File: src/rtl/display_result_ctrl_if.sv
// display_result_ctrl_if: result handshake plus digit outputs between producer/driver side and the display controller
interface display_result_ctrl_if #(parameter int WIDTH = 16);
  logic             in_valid;
  logic [WIDTH-1:0] in_data;
  logic             in_ready;
  logic             clear;
  logic [3:0]       d3, d2, d1, d0;
  logic             is_negative;
  logic             overflow;
  logic             done;
  modport master (
    output in_valid, in_data, clear,
    input  in_ready, d3, d2, d1, d0, is_negative, overflow, done
  );
  modport slave (
    input  in_valid, in_data, clear,
    output in_ready, d3, d2, d1, d0, is_negative, overflow, done
  );
endinterface

File: src/rtl/display_result_ctrl.sv
// display_result_ctrl: clamps a signed result, converts it to BCD bit-serially and registers blanked digits
module display_result_ctrl #(
  parameter int WIDTH    = 16,
  parameter bit LZ_BLANK = 1'b1
) (
  input logic                   clk,
  input logic                   reset_n,
  display_result_ctrl_if.slave  bus
);
  localparam int MW = WIDTH > 14 ? WIDTH : 14;
  localparam int CW = $clog2(WIDTH + 1);
  localparam logic [3:0] BLANK   = 4'd15;
  localparam logic [3:0] LZ_CODE = LZ_BLANK ? 4'd15 : 4'd0;
  typedef enum logic [1:0] {IDLE, CONV, LOAD} state_t;
  state_t           state;
  logic [WIDTH-1:0] mag, abs_v;
  logic [16:0]      bcd, bcd_adj;
  logic [CW-1:0]    cnt;
  logic             sign, ovf_r, z3, z2, z1;
  logic [MW-1:0]    abs_x, lim_x;
  assign abs_v = bus.in_data[WIDTH-1] ? -bus.in_data : bus.in_data;
  assign abs_x = MW'(abs_v);
  assign lim_x = bus.in_data[WIDTH-1] ? MW'(999) : MW'(9999);
  assign bus.in_ready = (state == IDLE) && !bus.clear;
  assign z3 = bcd[15:12] == 4'd0;
  assign z2 = z3 && bcd[11:8] == 4'd0;
  assign z1 = z2 && bcd[7:4] == 4'd0;
  // add-3 correction on every BCD nibble ahead of the next shift
  always_comb begin
    bcd_adj = bcd;
    for (int i = 0; i < 4; i++)
      bcd_adj[4*i +: 4] = bcd[4*i +: 4] >= 4'd5 ? bcd[4*i +: 4] + 4'd3 : bcd[4*i +: 4];
  end
  // sequencer: accept/clamp, shift-add-3 for WIDTH cycles, then register digits
  always_ff @(posedge clk or negedge reset_n) begin
    if (!reset_n) begin
      state           <= IDLE;
      mag             <= '0;
      bcd             <= '0;
      cnt             <= '0;
      sign            <= 1'b0;
      ovf_r           <= 1'b0;
      bus.d3          <= LZ_CODE;
      bus.d2          <= LZ_CODE;
      bus.d1          <= LZ_CODE;
      bus.d0          <= 4'd0;
      bus.is_negative <= 1'b0;
      bus.overflow    <= 1'b0;
      bus.done        <= 1'b0;
    end else begin
      bus.done <= 1'b0;
      case (state)
        IDLE: begin
          if (bus.clear) begin
            {bus.d3, bus.d2, bus.d1, bus.d0} <= {4{BLANK}};
            bus.is_negative <= 1'b0;
            bus.overflow    <= 1'b0;
          end else if (bus.in_valid) begin
            sign  <= bus.in_data[WIDTH-1];
            ovf_r <= abs_x > lim_x;
            mag   <= abs_x > lim_x ? WIDTH'(lim_x) : abs_v;
            bcd   <= '0;
            cnt   <= '0;
            state <= CONV;
          end
        end
        CONV: begin
          {bcd, mag} <= {bcd_adj[15:0], mag, 1'b0};
          cnt        <= cnt + 1'b1;
          state      <= cnt == CW'(WIDTH - 1) ? LOAD : CONV;
        end
        LOAD: begin
          bus.d3          <= LZ_BLANK && (z3 || sign) ? BLANK : bcd[15:12];
          bus.d2          <= LZ_BLANK && z2 ? BLANK : bcd[11:8];
          bus.d1          <= LZ_BLANK && z1 ? BLANK : bcd[7:4];
          bus.d0          <= bcd[3:0];
          bus.is_negative <= sign;
          bus.overflow    <= ovf_r;
          bus.done        <= 1'b1;
          state           <= IDLE;
        end
        default: state <= IDLE;
      endcase
    end
  end
endmodule

File: src/flat_wrapper.sv
// flat-port wrapper written by rule: the top's interface ports become plain ports
module display_result_ctrl_flat 
#(
  parameter int WIDTH    = 16,
  parameter bit LZ_BLANK = 1'b1
)
  (clk, reset_n, bus_in_valid, bus_in_data, bus_clear, bus_in_ready, bus_d3, bus_d2, bus_d1, bus_d0, bus_is_negative, bus_overflow, bus_done);
  display_result_ctrl_if #(.WIDTH(WIDTH)) bus_i ();
  input logic clk;
  input logic reset_n;
  input wire logic [$bits(bus_i.in_valid)-1:0] bus_in_valid;
  input wire logic [$bits(bus_i.in_data)-1:0] bus_in_data;
  input wire logic [$bits(bus_i.clear)-1:0] bus_clear;
  output wire logic [$bits(bus_i.in_ready)-1:0] bus_in_ready;
  output wire logic [$bits(bus_i.d3)-1:0] bus_d3;
  output wire logic [$bits(bus_i.d2)-1:0] bus_d2;
  output wire logic [$bits(bus_i.d1)-1:0] bus_d1;
  output wire logic [$bits(bus_i.d0)-1:0] bus_d0;
  output wire logic [$bits(bus_i.is_negative)-1:0] bus_is_negative;
  output wire logic [$bits(bus_i.overflow)-1:0] bus_overflow;
  output wire logic [$bits(bus_i.done)-1:0] bus_done;
  assign bus_i.in_valid = bus_in_valid;
  assign bus_i.in_data = bus_in_data;
  assign bus_i.clear = bus_clear;
  assign bus_in_ready = bus_i.in_ready;
  assign bus_d3 = bus_i.d3;
  assign bus_d2 = bus_i.d2;
  assign bus_d1 = bus_i.d1;
  assign bus_d0 = bus_i.d0;
  assign bus_is_negative = bus_i.is_negative;
  assign bus_overflow = bus_i.overflow;
  assign bus_done = bus_i.done;
  display_result_ctrl #(.WIDTH(WIDTH), .LZ_BLANK(LZ_BLANK)) u_core (.clk(clk), .reset_n(reset_n), .bus(bus_i));
endmodule
File: config.mk
export PLATFORM = sky130hd
export DESIGN_NAME = display_result_ctrl_flat
export DESIGN_NICKNAME = d
export VERILOG_FILES = /design/src/rtl/display_result_ctrl_if.sv /design/src/rtl/display_result_ctrl.sv /design/src/flat_wrapper.sv
export SDC_FILE = /design/constraint.sdc
export NUM_CORES = 1
export LEC_CHECK = 0
export ABC_AREA = 1
export BUFFER_PORTS_ARGS = -buffer_cell sky130_fd_sc_hd__buf_2
export CORE_MARGIN = 2
export CORE_UTILIZATION = 44
export DETAILED_ROUTE_END_ITERATION = 10
export PLACE_DENSITY = 0.68
export SLEW_MARGIN = 15
export SYNTH_ARGS = -nofsm -noshare
export SYNTH_HDL_FRONTEND = slang
export SYNTH_SLANG_ARGS = --single-unit
File: constraint.sdc
create_clock -name clk -period 2.16 [get_ports clk]
set_clock_uncertainty 0.15 [all_clocks]
set_input_delay 0.216 -clock clk [delete_from_list [all_inputs] [get_ports clk]]
set_output_delay 0.216 -clock clk [all_outputs]
set_load 0.005 [all_outputs]
======== Word-level counts from Yosys, hierarchy flattened ========
Index checks and enable logic that the tools add are counted.
cells by class
  bitwise logic cells ..................... 1
  $lt $le $gt $ge ......................... 5
  add/subtract/negate cells ............... 6
  eq/ne operators ......................... 6
  multiplexer cells ....................... 32
  reduce and logical (&&, ||, !) cells .... 15
operators with widths
  cell                   count
  $mux W16               6
  $pmux W16 S2           2
  $pmux W4 S2            4
  $mux W4                7
  $ge A4 B3 Y1 const B   4
  $gt A16 B16 Y1         1
  $neg A16 Y16           1
  $mux W14               1
  $add A4 B2 Y4 const B  3
  $logic_not A4 Y1       3
  $mux W5                2
  $pmux W5 S2            1
  $mux W2                3
  $ne A2 B2 Y1 const B   3
  $reduce_and A3 Y1      2
  $add A5 B1 Y5 const B  1
  $eq A5 B4 Y1 const B   1
  $pmux W1 S2            2
  $pmux W2 S2            1
  $reduce_and A2 Y1      2
  $reduce_bool A2 Y1     2
  $add A3 B2 Y3 const B  1
  $logic_and A1 B1 Y1    3
  $mux W3                1
  other kinds (7)        8
word-level totals
  output and inout port bits .............. 20
  word-level logic and storage cells ...... 78
  bits in registers ....................... 60

======== Longest topological paths before layout ========
Gate-level depths: netlist of the first run.
  depth in word-level cells ............... 7
  gate-level depth with buffers ........... 19
  gate-level depth less buffers ........... 19

======== Worst setup path after synthesis of the first run ========
No wires, ideal clock.
  path type ............................... input -> register
  start point ............................. input port bus_in_data[0]
  end point ............................... register u_core.mag[9]
  data required time ...................... 1.894 ns
  library setup time ...................... 0.116 ns
  arrival ................................. 1.708 ns
  stages .................................. 16
  setup slack ............................. 0.186 ns
  buffers on the path ..................... 1
  cell sequence ........................... inv_1 ha_1 nand2_4 nor2_8 nand3_2 nand3_2 nand2_2 nor2_2 nand2_1 nor2_2 nand2_1 nand2_2 buf_6 nand3_1 nand2_1 nand2_1
on the way
  longest elaborated chain between the ends .. 7
RTL lines
  item                  line                       RTL
  from (decl)           flat_wrapper.sv:12         input wire logic [$bits(bus_i.in_data)-1:0] bus_in_data;
  $neg A16 Y16          display_result_ctrl.sv:21  assign abs_v = bus.in_data[WIDTH-1] ? -bus.in_data : bus.in_data;
  $mux W16 (*)          display_result_ctrl.sv:21
  $gt A16 B16 Y1        display_result_ctrl.sv:61  mag <= abs_x > lim_x ? WIDTH'(lim_x) : abs_v;
  $mux W16 (*)          display_result_ctrl.sv:61
  $mux W16 (*)          display_result_ctrl.sv:58  end else if (bus.in_valid) begin
  $mux W16 (*)          display_result_ctrl.sv:54  if (bus.clear) begin
  $pmux W16 S2 (*)      display_result_ctrl.sv:52  case (state)
  to (signal assigned)  display_result_ctrl.sv:61
  to (signal assigned)  display_result_ctrl.sv:68  {bcd, mag} <= {bcd_adj[15:0], mag, 1'b0};
  to (decl)             display_result_ctrl.sv:16  logic [WIDTH-1:0] mag, abs_v;
Mark *: on every way between the ends. The rest lies on a longest branch, timed or not. The select of a mux whose other input is x is not followed.
A chain may end at the register's enable or synchronous reset.

======== Final worst setup path of the first run ========
  start point ............................. input port bus_in_data[0]
  end point ............................... register u_core.mag[6]
The elaborated chain is that of the path after synthesis.

==> results of run 1 <==
[cell usage after synthesis, drive strengths merged]
cell type	number
o2111ai	1
a32o	2
o211ai	1
dfrtp	48
clkinv	1
or2	1
o32a	8
a21oi	15
ha	13
o22ai	12
a21o	1
a22o	1
dfstp	12
a31oi	6
nor2	59
buf	7
nand3	27
and2	1
nor3	2
nand2	111
o21a	1
o221ai	1
inv	73
o21ai	33
nand4	6
o21bai	2
nand3b	2
o32ai	5
clkbuf	6
nor3b	1
xor2	8
[final timing paths]
kind,cells past startpoint,slack (ps),to,startpoint
hold / removal,5,140,u_core.mag[13],bus_in_data[13]
min in group asynchronous,3,270,u_core.bcd[14],reset_n
max in group asynchronous,3,1220,u_core.bus.d1[3],reset_n
setup / recovery,17,270,u_core.mag[6],bus_in_data[0]
setup reg to reg,7,300,u_core.cnt[3],u_core.state[0]
hold reg to reg,2,330,u_core.bus.is_negative,u_core.bus.is_negative
[cells in the final DEF (no fill, tap or decap), types with 3 or more instances in the layout]
| cell type | count |
|---|---|
| a21oi_1 | 15 |
| a31oi_1 | 6 |
| buf_2 | 39 |
| buf_4 | 30 |
| clkbuf_1 | 3 |
| clkbuf_8 | 9 |
| dfrtp_1 | 48 |
| dfstp_2 | 12 |
| ha_1 | 12 |
| inv_1 | 73 |
| nand2_1 | 102 |
| nand2_2 | 8 |
| nand3_1 | 23 |
| nand3_2 | 4 |
| nand4_1 | 6 |
| nor2_1 | 50 |
| nor2_2 | 6 |
| o21ai_0 | 31 |
| o22ai_1 | 12 |
| o32a_1 | 8 |
| o32ai_1 | 5 |
| xor2_1 | 8 |
[through the flow]
stage,hold slack [ps],power [mW],cells
floorplan,-229.6,3.449,467
global placement,96.61,4.016,628
detailed placement,103.4,4.116,628
CTS,132.6,5.077,644
global route,178.4,5.515,644
finish,143.0,5.041,644
[what timing repair did]
| item | in CTS | in global routing |
|---|---|---|
| hold buffers | 1 | 0 |
| resized for setup | 0 | 2 |
| endpoints found under the hold margin | 48 | 0 |
| endpoints found under the setup margin | 0 | 8 |
[cell type report]
class | instances | area share
clock buffer | 12 | 0.03153
clock inverter | 3 | 0.009343
inverter | 74 | 0.06482
multi-input combinational | 320 | 0.4093
sequential | 60 | 0.3539
tap | 105 | 0.03066
timing repair buffer | 70 | 0.1004
[per-layer routing]
layer  GRT usage  wire length [um]  vias to the layer above
met3     0.04789               332                       11
li1            -                 -                     1662
met2      0.3298              3979                       75
met1      0.2544              3783                     1541
met4     0.06401               106                        0
met5           0                 0                        -
[power groups by stage]
stage	Combinational, mW	Clock [mW]	Sequential, mW
floorplan	1.54	0	1.91
global placement	2.08	0	1.93
detailed placement	2.16	0	1.95
CTS	2.18	0.962	1.94
global route	2.49	1.03	2.00
finish	2.16	0.943	1.93
[state kept, by name, indices dropped and copies added (netlist names)]
register	count
u_core.bcd	16
u_core.bus.overflow	1
u_core.sign	1
u_core.bus.is_negative	1
u_core.ovf_r	1
u_core.bus.d1	4
u_core.state	2
u_core.bus.d3	4
u_core.bus.d2	4
u_core.cnt	5
u_core.bus.d0	4
u_core.mag	16
u_core.bus.done	1
[worst min-delay path: stages]
cell	delay (ps)
buf_2	100
nor2_1	70
o21ai_2	120
nand2_1	50
nand2_1	50
[logic make-up (layout without fill, tap and decap cells)]
| kind of cell | count (synthesis) | count (layout) | share of synthesized area |
|---|---|---|---|
| simple gates | 210 | 210 | 0.2647 |
| buf+inv | 87 | 159 | 0.09400 |
| xor+xnor | 8 | 8 | 0.01942 |
| fa+ha+maj | 13 | 13 | 0.04509 |
| compound gates | 89 | 89 | 0.1564 |
| flops | 60 | 60 | 0.4204 |
==> out/qor.yml, run 1 <==
status: "complete, no violations"
path_cells: "buf_2 -> inv_1 -> ha_2 -> nand2_4 -> nor2_8 -> o21ai_0 -> nand2_1 -> nand2_1 -> nor2_1 -> nand2_1 -> nor2_2 -> nand2_1 -> nand2_2 -> buf_4 -> nand2_2 -> nand3_1 -> nand2_1"
drtIter0Drc: 161
max_freq_mhz: 530.3
ir_worst_vdd_mv: 0.4104
initial_core_util: 0.4457
clockRootBuffer: "clkbuf_8"
cts_setup_buffers: 0
period_share: 0.8731
setup_slack_ps: 274.2
post-place-ws_ps: -183.1
cp_data_required_time_ps: 2240
place.port_buffers: 39
dieArea_um2: 8939
p_sw_mw: 1.967
finalMaxSlewViolations: 0
drc: 0
die_h_um: 94.55
ys_warn_count: 0
final_core_util: 0.5295
nets: 568
postPlaceCellArea_um2: 4098
final_area_um2: 4285
diodes: 0
path_class: "in2reg"
syn_area_um2: 3607
yosys.area.top_type: "dfrtp_1"
power_density_nw_per_um2: 1176
min_path_type: "in2reg"
synth.area.top_cells: "dfrtp_1 (33%), nand2_1 (11%), dfstp_2 (8.7%), inv_1 (7.6%), nor2_1 (5.2%)"
wl_per_cell_um: 12.74
hold_viol_final: 0
swShare: 0.3902
p_int_mw: 3.074
route.vias.total: 3289
tightest_slew_ps: 661.4
die_x_um: 94.55
grt_pass1_vias: 3137
io_pins: 40
multi_input_area_um2: 1754
ys_types: 40
cp-end-kind: "register"
max_stage_delay_ps: 240
clock-sinks: 60
yosysSeqAreaShare: 0.4204
max-slew-margin-rel: 0.5586
seqPwrFrac: 0.384
seq_area_um2: 1516
antenna_found_initial: 0
path_clk_slew_ps: 60
wl_um: 8202
area_growth_syn_to_layout_pct: 18.80
cp-start-kind: "primary input"
first_pass_iters: 4
dpl.hpwl_um: 6169
clk_path_buf_depth: 2
cp_common_cell: "nand2_1"
finalSetupViolations: 0
clock_latency_ps: 340
combPwrFrac: 0.429
gr-total-overflow: 0
clkPwrFrac: 0.187
critical-path-top-delay-family: "simple AND/OR/NAND/NOR gates"
grt_setup_unrepaired: "false"
crit_buf_inv: 3
cts_tree: "yes"
cp.arrival_ps: 1960
synthCells: 467
critPathMaxFanout: 7
synth_nets: 500
gp_congestion: 0.8363
p_leak_nw: 2.140
layout-drive-gt1-share: 0.2208
ant_nets: 0
grt_pass1_wl_um: 14040
routed_via_density: 5.107
numCtsBuffers: 9
ys_ff_latch: 60
layout_min_cycle_time_ps: 1886
grt_use_total: 0.1981
h-tree-depth: 3
slowest_stage: "ha_2"
avgSynthCellArea_um2: 7.724
grt_max_degree: 35
synth.top_cell.area_share: 0.3330
nFillCells: 806
cap_violations: 0
finalSetupTns_ps: 0
core_um2: 8093
num_rows: 33
Note: power is estimated with default switching activity, not from simulation.
==> inputs of run 2 (changes only) <==
--- a/config.mk
+++ b/config.mk
@@ -10,7 +10,7 @@
 export CORE_MARGIN = 2
 export CORE_UTILIZATION = 44
 export DETAILED_ROUTE_END_ITERATION = 10
-export PLACE_DENSITY = 0.68
+export PLACE_DENSITY = 0.7
 export SLEW_MARGIN = 15
 export SYNTH_ARGS = -nofsm -noshare
 export SYNTH_HDL_FRONTEND = slang
==> constraint.sdc (replaced) <==
create_clock -name clk -period 1.6 [get_ports clk]
set_clock_uncertainty 0.15 [all_clocks]
set_input_delay 0.16 -clock clk [delete_from_list [all_inputs] [get_ports clk]]
set_output_delay 0.16 -clock clk [all_outputs]
set_load 0.005 [all_outputs]
==> run 2 against run 1 <==
The run now ends with setup timing left. Critical path type unchanged. Count of clock-buffer cells in the layout is 1 lower. Highest routed layer unchanged. Setup slack got worse by 430 ps. Sequential share of layout area fell by 6.0 points.
==> out/qor.yml, run 2 (synthesis results as in run 1) <==
finalMaxSlewViolations: 0
wl_per_cell_um: 13.85
top_usage_layer: "met2"
ant_nets: 0
h-tree-depth: 3
final_core_util: 0.6391
nFillCells: 678
p_leak_nw: 2.516
mostFrequentLayoutCells: "nand2_1 (93), buf_4 (80), inv_1 (62)"
grt_pass1_vias: 3526
tightest_slew_ps: 438.1
min_path_type: "in2async"
routed_via_density: 5.155
cp_data_required_time_ps: 1730
path_clk_slew_ps: 70
nets: 627
wl_um: 9751
place_inst: 674
multi_input_area_um2: 2068
stdcell_count: 704
initial_core_util: 0.4457
seq_area_um2: 1519
grt_use_met1: 0.2787
top_regs: "u_core.bcd: 16 flops, u_core.mag: 16 flops, u_core.cnt: 5 flops"
hold_viol_final: 0
clock_latency_ps: 340
route.vias.total: 3629
drtIter0Drc: 197
numCtsBuffers: 9
diodes: 0
dieArea_um2: 8939
antenna_found_initial: 0
layout-drive-gt1-share: 0.4124
grt_pass1_wl_um: 15730
dpl.hpwl_um: 6884
gr-total-overflow: 0
layout_min_cycle_time_ps: 1756
area_growth_syn_to_layout_pct: 43.39
io_pins: 40
clk_path_buf_depth: 2
gp_congestion: 0.8795
finalSetupTns_ps: -1840
grt.met2_usage: 0.3798
max_freq_mhz: 569.5
grt_util_met3: 0.05108
power_density_nw_per_um2: 1510
cp-end-kind: "register"
die_x_um: 94.55
status: "finished with violations"
critPathMaxFanout: 6
grt_setup_unrepaired: "true"
cp.arrival_ps: 1880
finalSetupViolations: 15
grt_max_degree: 34
first_pass_iters: 5
cap_violations: 0
cp-start-kind: "primary input"
drc: 0
place.port_buffers: 39
path_class: "in2reg"
grt_use_total: 0.2217
core_um2: 8093
num_rows: 33
period_share: 1.098
cts_tree: "yes"
die_h_um: 94.55
ir_worst_vdd_mv: 0.6037
clockRootBuffer: "clkbuf_8"
setup_slack_ps: -156.0
final_common_cell: "nand2_1"
max-slew-margin-rel: 0.7069
clock-sinks: 60
violations: "setup timing"
==> run 2: cell count changes in the layout (fill, tap and decap cells not counted), moves of 6 or more <==
cell and change:
buf_4 +50, nor2_1 -14, nand2_1 -9, nor2_4 +11, nand3_2 +13, buf_6 +8, inv_2 +9, inv_1 -11
nand2_2 +6, nand3_1 -15
==> run 2: layout make-up <==
cell class | count | share of cell area
Inverter | 74 | 0.05975
Sequential cell | 60 | 0.2937
Clock inverter | 5 | 0.01016
Multi-Input combinational cell | 320 | 0.3999
Timing Repair Buffer | 129 | 0.1858
Tap cell | 105 | 0.02540
Clock buffer | 11 | 0.02540
==> run 2: worst paths after layout <==
kind / from / to / slack [ps] / cells past startpoint
setup / recovery: bus_in_data[1] / u_core.mag[2] / -160 / 17
hold / removal: reset_n / u_core.bcd[13] / 140 / 2
setup reg to reg: u_core.state[0] / u_core.mag[2] / 0 / 8
max in group asynchronous: reset_n / u_core.bus.d1[0] / 580 / 3
hold reg to reg: u_core.mag[9] / u_core.mag[9] / 330 / 2
min in group clk: bus_in_valid / u_core.mag[8] / 140 / 5
==> run 2: worst max-delay path, stage by stage <==
cell and delay, ps:
buf_12 120, inv_12 40, ha_4 150, nand2_4 70, nor2_8 160, nand3_2 100, nand3_2 100, nand2_2 60
nor2_4 120, nand2_1 70, nor2_2 130, nand2_1 80, nand2_2 110, nand2_4 90, buf_6 120, a21o_1 150
nand2_1 50
==> run 2: stage by stage <==
stage	hold slack, ps	setup slack, ps	total power [mW]	area (um2)
4_1_cts	133.7	-133.7	7.354	4891
5_1_grt	149.0	-252.8	8.447	5172
3_5_place_dp	-34.48	-614.3	5.965	4568
2_1_floorplan	-285.6	-151.9	4.689	3709
3_3_place_gp	-34.90	-511.4	5.798	4568
6_report	136.3	-156.0	7.812	5172
==> run 2: what timing repair did <==
item / in CTS / in global routing
buffers inserted: 7 / 6
hold buffers: 1 / 0
pin swaps: 13 / 30
gates cloned: 0 / 0
endpoints found under the hold margin: 52 / 0
setup endpoints to repair: 26 / 40
gates resized for setup: 23 / 72
==> run 2: per-layer routing <==
layer / part of all wire / wire length, um
met5: 0 / 0
met1: 0.44 / 4251
met4: 0.014 / 137
met2: 0.51 / 4951
met3: 0.042 / 410
==> run 2: power breakdown <==
part | internal, mW | switching, mW
sequential | 2.24 | 0.384
clock | 0.712 | 0.589
combinational | 1.76 | 2.13
==> inputs of run 3 (changes only) <==
--- a/config.mk
+++ b/config.mk
@@ -8,9 +8,9 @@
 export ABC_AREA = 1
 export BUFFER_PORTS_ARGS = -buffer_cell sky130_fd_sc_hd__buf_2
 export CORE_MARGIN = 2
-export CORE_UTILIZATION = 44
+export CORE_UTILIZATION = 40
 export DETAILED_ROUTE_END_ITERATION = 10
-export PLACE_DENSITY = 0.7
+export PLACE_DENSITY = 0.65
 export SLEW_MARGIN = 15
 export SYNTH_ARGS = -nofsm -noshare
 export SYNTH_HDL_FRONTEND = slang
==> run 3 against run 2 <==
The run still ends with setup timing left. Critical endpoint is now u_core.mag[7]. Flip-flop and latch count did not move. Critical path depth did not move. Core utilization fell by 3.4 points. Highest routed layer unchanged. Largest cell class unchanged. Clock power fell by 8%. Die area rose by 9.6%. Global-route usage fell by 3.2 points. Count of clock-buffer cells in the layout rose by 3.
==> out/qor.yml, run 3 (synthesis results as in run 1) <==
area_growth_syn_to_layout_pct: 46.38
tightest_slew_ps: 339.3
post-place-ws_ps: -690.2
numCtsBuffers: 9
dieArea_um2: 9794
status: "finished with violations"
grt_pass1_wl_um: 15240
max_freq_mhz: 557.8
core_um2: 8721
clkPwrFrac: 0.155
finalSetupTns_ps: -1906
die_x_um: 98.97
finalSetupViolations: 15
period_share: 1.121
mostFrequentLayoutCells: "nand2_1 (86), buf_4 (83), inv_1 (60)"
hold_viol_final: 0
path_clk_slew_ps: 60
max-slew-margin-rel: 0.7714
p_sw_mw: 2.974
p_int_mw: 4.743
grt_setup_unrepaired: "true"
final_area_um2: 5280
critPathMaxFanout: 5
ant_nets: 0
place.port_buffers: 39
postPlaceCellArea_um2: 4589
drtIter0Drc: 117
layout_min_cycle_time_ps: 1793
diodes: 0
clock_latency_ps: 340
antenna_found_initial: 0
drc: 0
whs_ps: 91.74
layout-drive-gt1-share: 0.4238
die_h_um: 98.97
wl_um: 9203
io_pins: 40
power_density_nw_per_um2: 1462
seqPwrFrac: 0.336
cp.arrival_ps: 1870
grt_use_total: 0.1893
swShare: 0.3854
cp-end-kind: "register"
clk_path_buf_depth: 2
gp_congestion: 0.8115
violations: "setup timing"
first_pass_iters: 4
grt_max_degree: 61
h-tree-depth: 3
grt_pass1_vias: 3407
cap_violations: 0
ir_worst_vdd_mv: 0.6342
num_rows: 34
p_leak_nw: 2.585
routed_via_density: 5.013
top_regs: "u_core.bcd: 16 flops, u_core.mag: 16 flops, u_core.cnt: 5 flops"
cp-start-kind: "primary input"
final_common_cell: "nand2_1"
finalMaxSlewViolations: 0
initial_core_util: 0.4136
cts_tree: "yes"
route.vias.total: 3569
wl_per_cell_um: 12.93
min_path_type: "in2reg"
nets: 632
clock-sinks: 60
cp_data_required_time_ps: 1670
setup_slack_ps: -192.9
combPwrFrac: 0.510
clockRootBuffer: "clkbuf_8"
dpl.hpwl_um: 6477
total_power_mw: 7.718
path_class: "in2reg"
gr-total-overflow: 0
==> run 3: power by group through the flow <==
stage               sequential, mW  combinational, mW  clock [mW]
finish                        2.59               3.94        1.19
floorplan                     2.57               2.11           0
detailed placement            2.60               3.44           0
global placement              2.58               3.34           0
global route                  2.67               4.41        1.30
CTS                           2.58               3.54        1.22
==> run 3: path summary, 6_finish.rpt <==
kind / to / cells after the start / start / slack, ps
max: u_core.mag[7] / 17 / bus_in_data[0] / -190
min: u_core.mag[0] / 4 / bus_in_data[0] / 90
max reg2reg: u_core.bus.d1[0] / 5 / u_core.bcd[8] / 70
min reg2reg: u_core.mag[9] / 2 / u_core.mag[9] / 320
max in group asynchronous: u_core.bus.d1[0] / 3 / reset_n / 780
min in group asynchronous: u_core.bcd[13] / 3 / reset_n / 200
==> run 3: repair_timing <==
| action | 4_1_cts | 5_1_grt |
|---|---|---|
| resized for setup | 30 | 83 |
| cloned | 1 | 0 |
| hold endpoints to repair | 60 | 0 |
| pin swaps | 19 | 43 |
| buffers inserted | 4 | 14 |
| hold buffers | 1 | 0 |
| setup endpoints to repair | 22 | 41 |
==> run 3: cell type report <==
type | instances | area, um2
Fill cell | 731 | 3441
Multi-Input combinational cell | 321 | 2122
Sequential cell | 60 | 1519
Timing Repair Buffer | 133 | 1020
Inverter | 74 | 311.5
Clock buffer | 14 | 162.7
Tap cell | 108 | 135.1
Clock inverter | 2 | 10.01
==> run 3: routing by layer <==
metal  vias up  GRT usage  wire, um
met1      1703     0.2416      4048
met4         0    0.05796        97
li1       1792          -         -
met5         -          0         0
met3        10    0.04255       318
met2        64     0.3207      4738
==> run 3: through the flow <==
step	util	instances
2_1_floorplan	-	467
3_5_place_dp	0.5263	676
3_3_place_gp	0.5263	676
4_1_cts	0.5644	698
5_1_grt	0.6055	712
6_report	0.6055	712
==> run 3: critical path, cell delays in order <==
cell	delay, ps
buf_12	110
inv_16	50
buf_6	80
nand2_4	70
nor2_4	190
nand3_2	130
nand3_2	100
nand2_2	70
nor2_4	120
nand2_2	70
nor2_4	150
nand2_2	80
nand2_4	100
buf_6	130
nand3_4	90
nand3_2	90
nand2_1	60
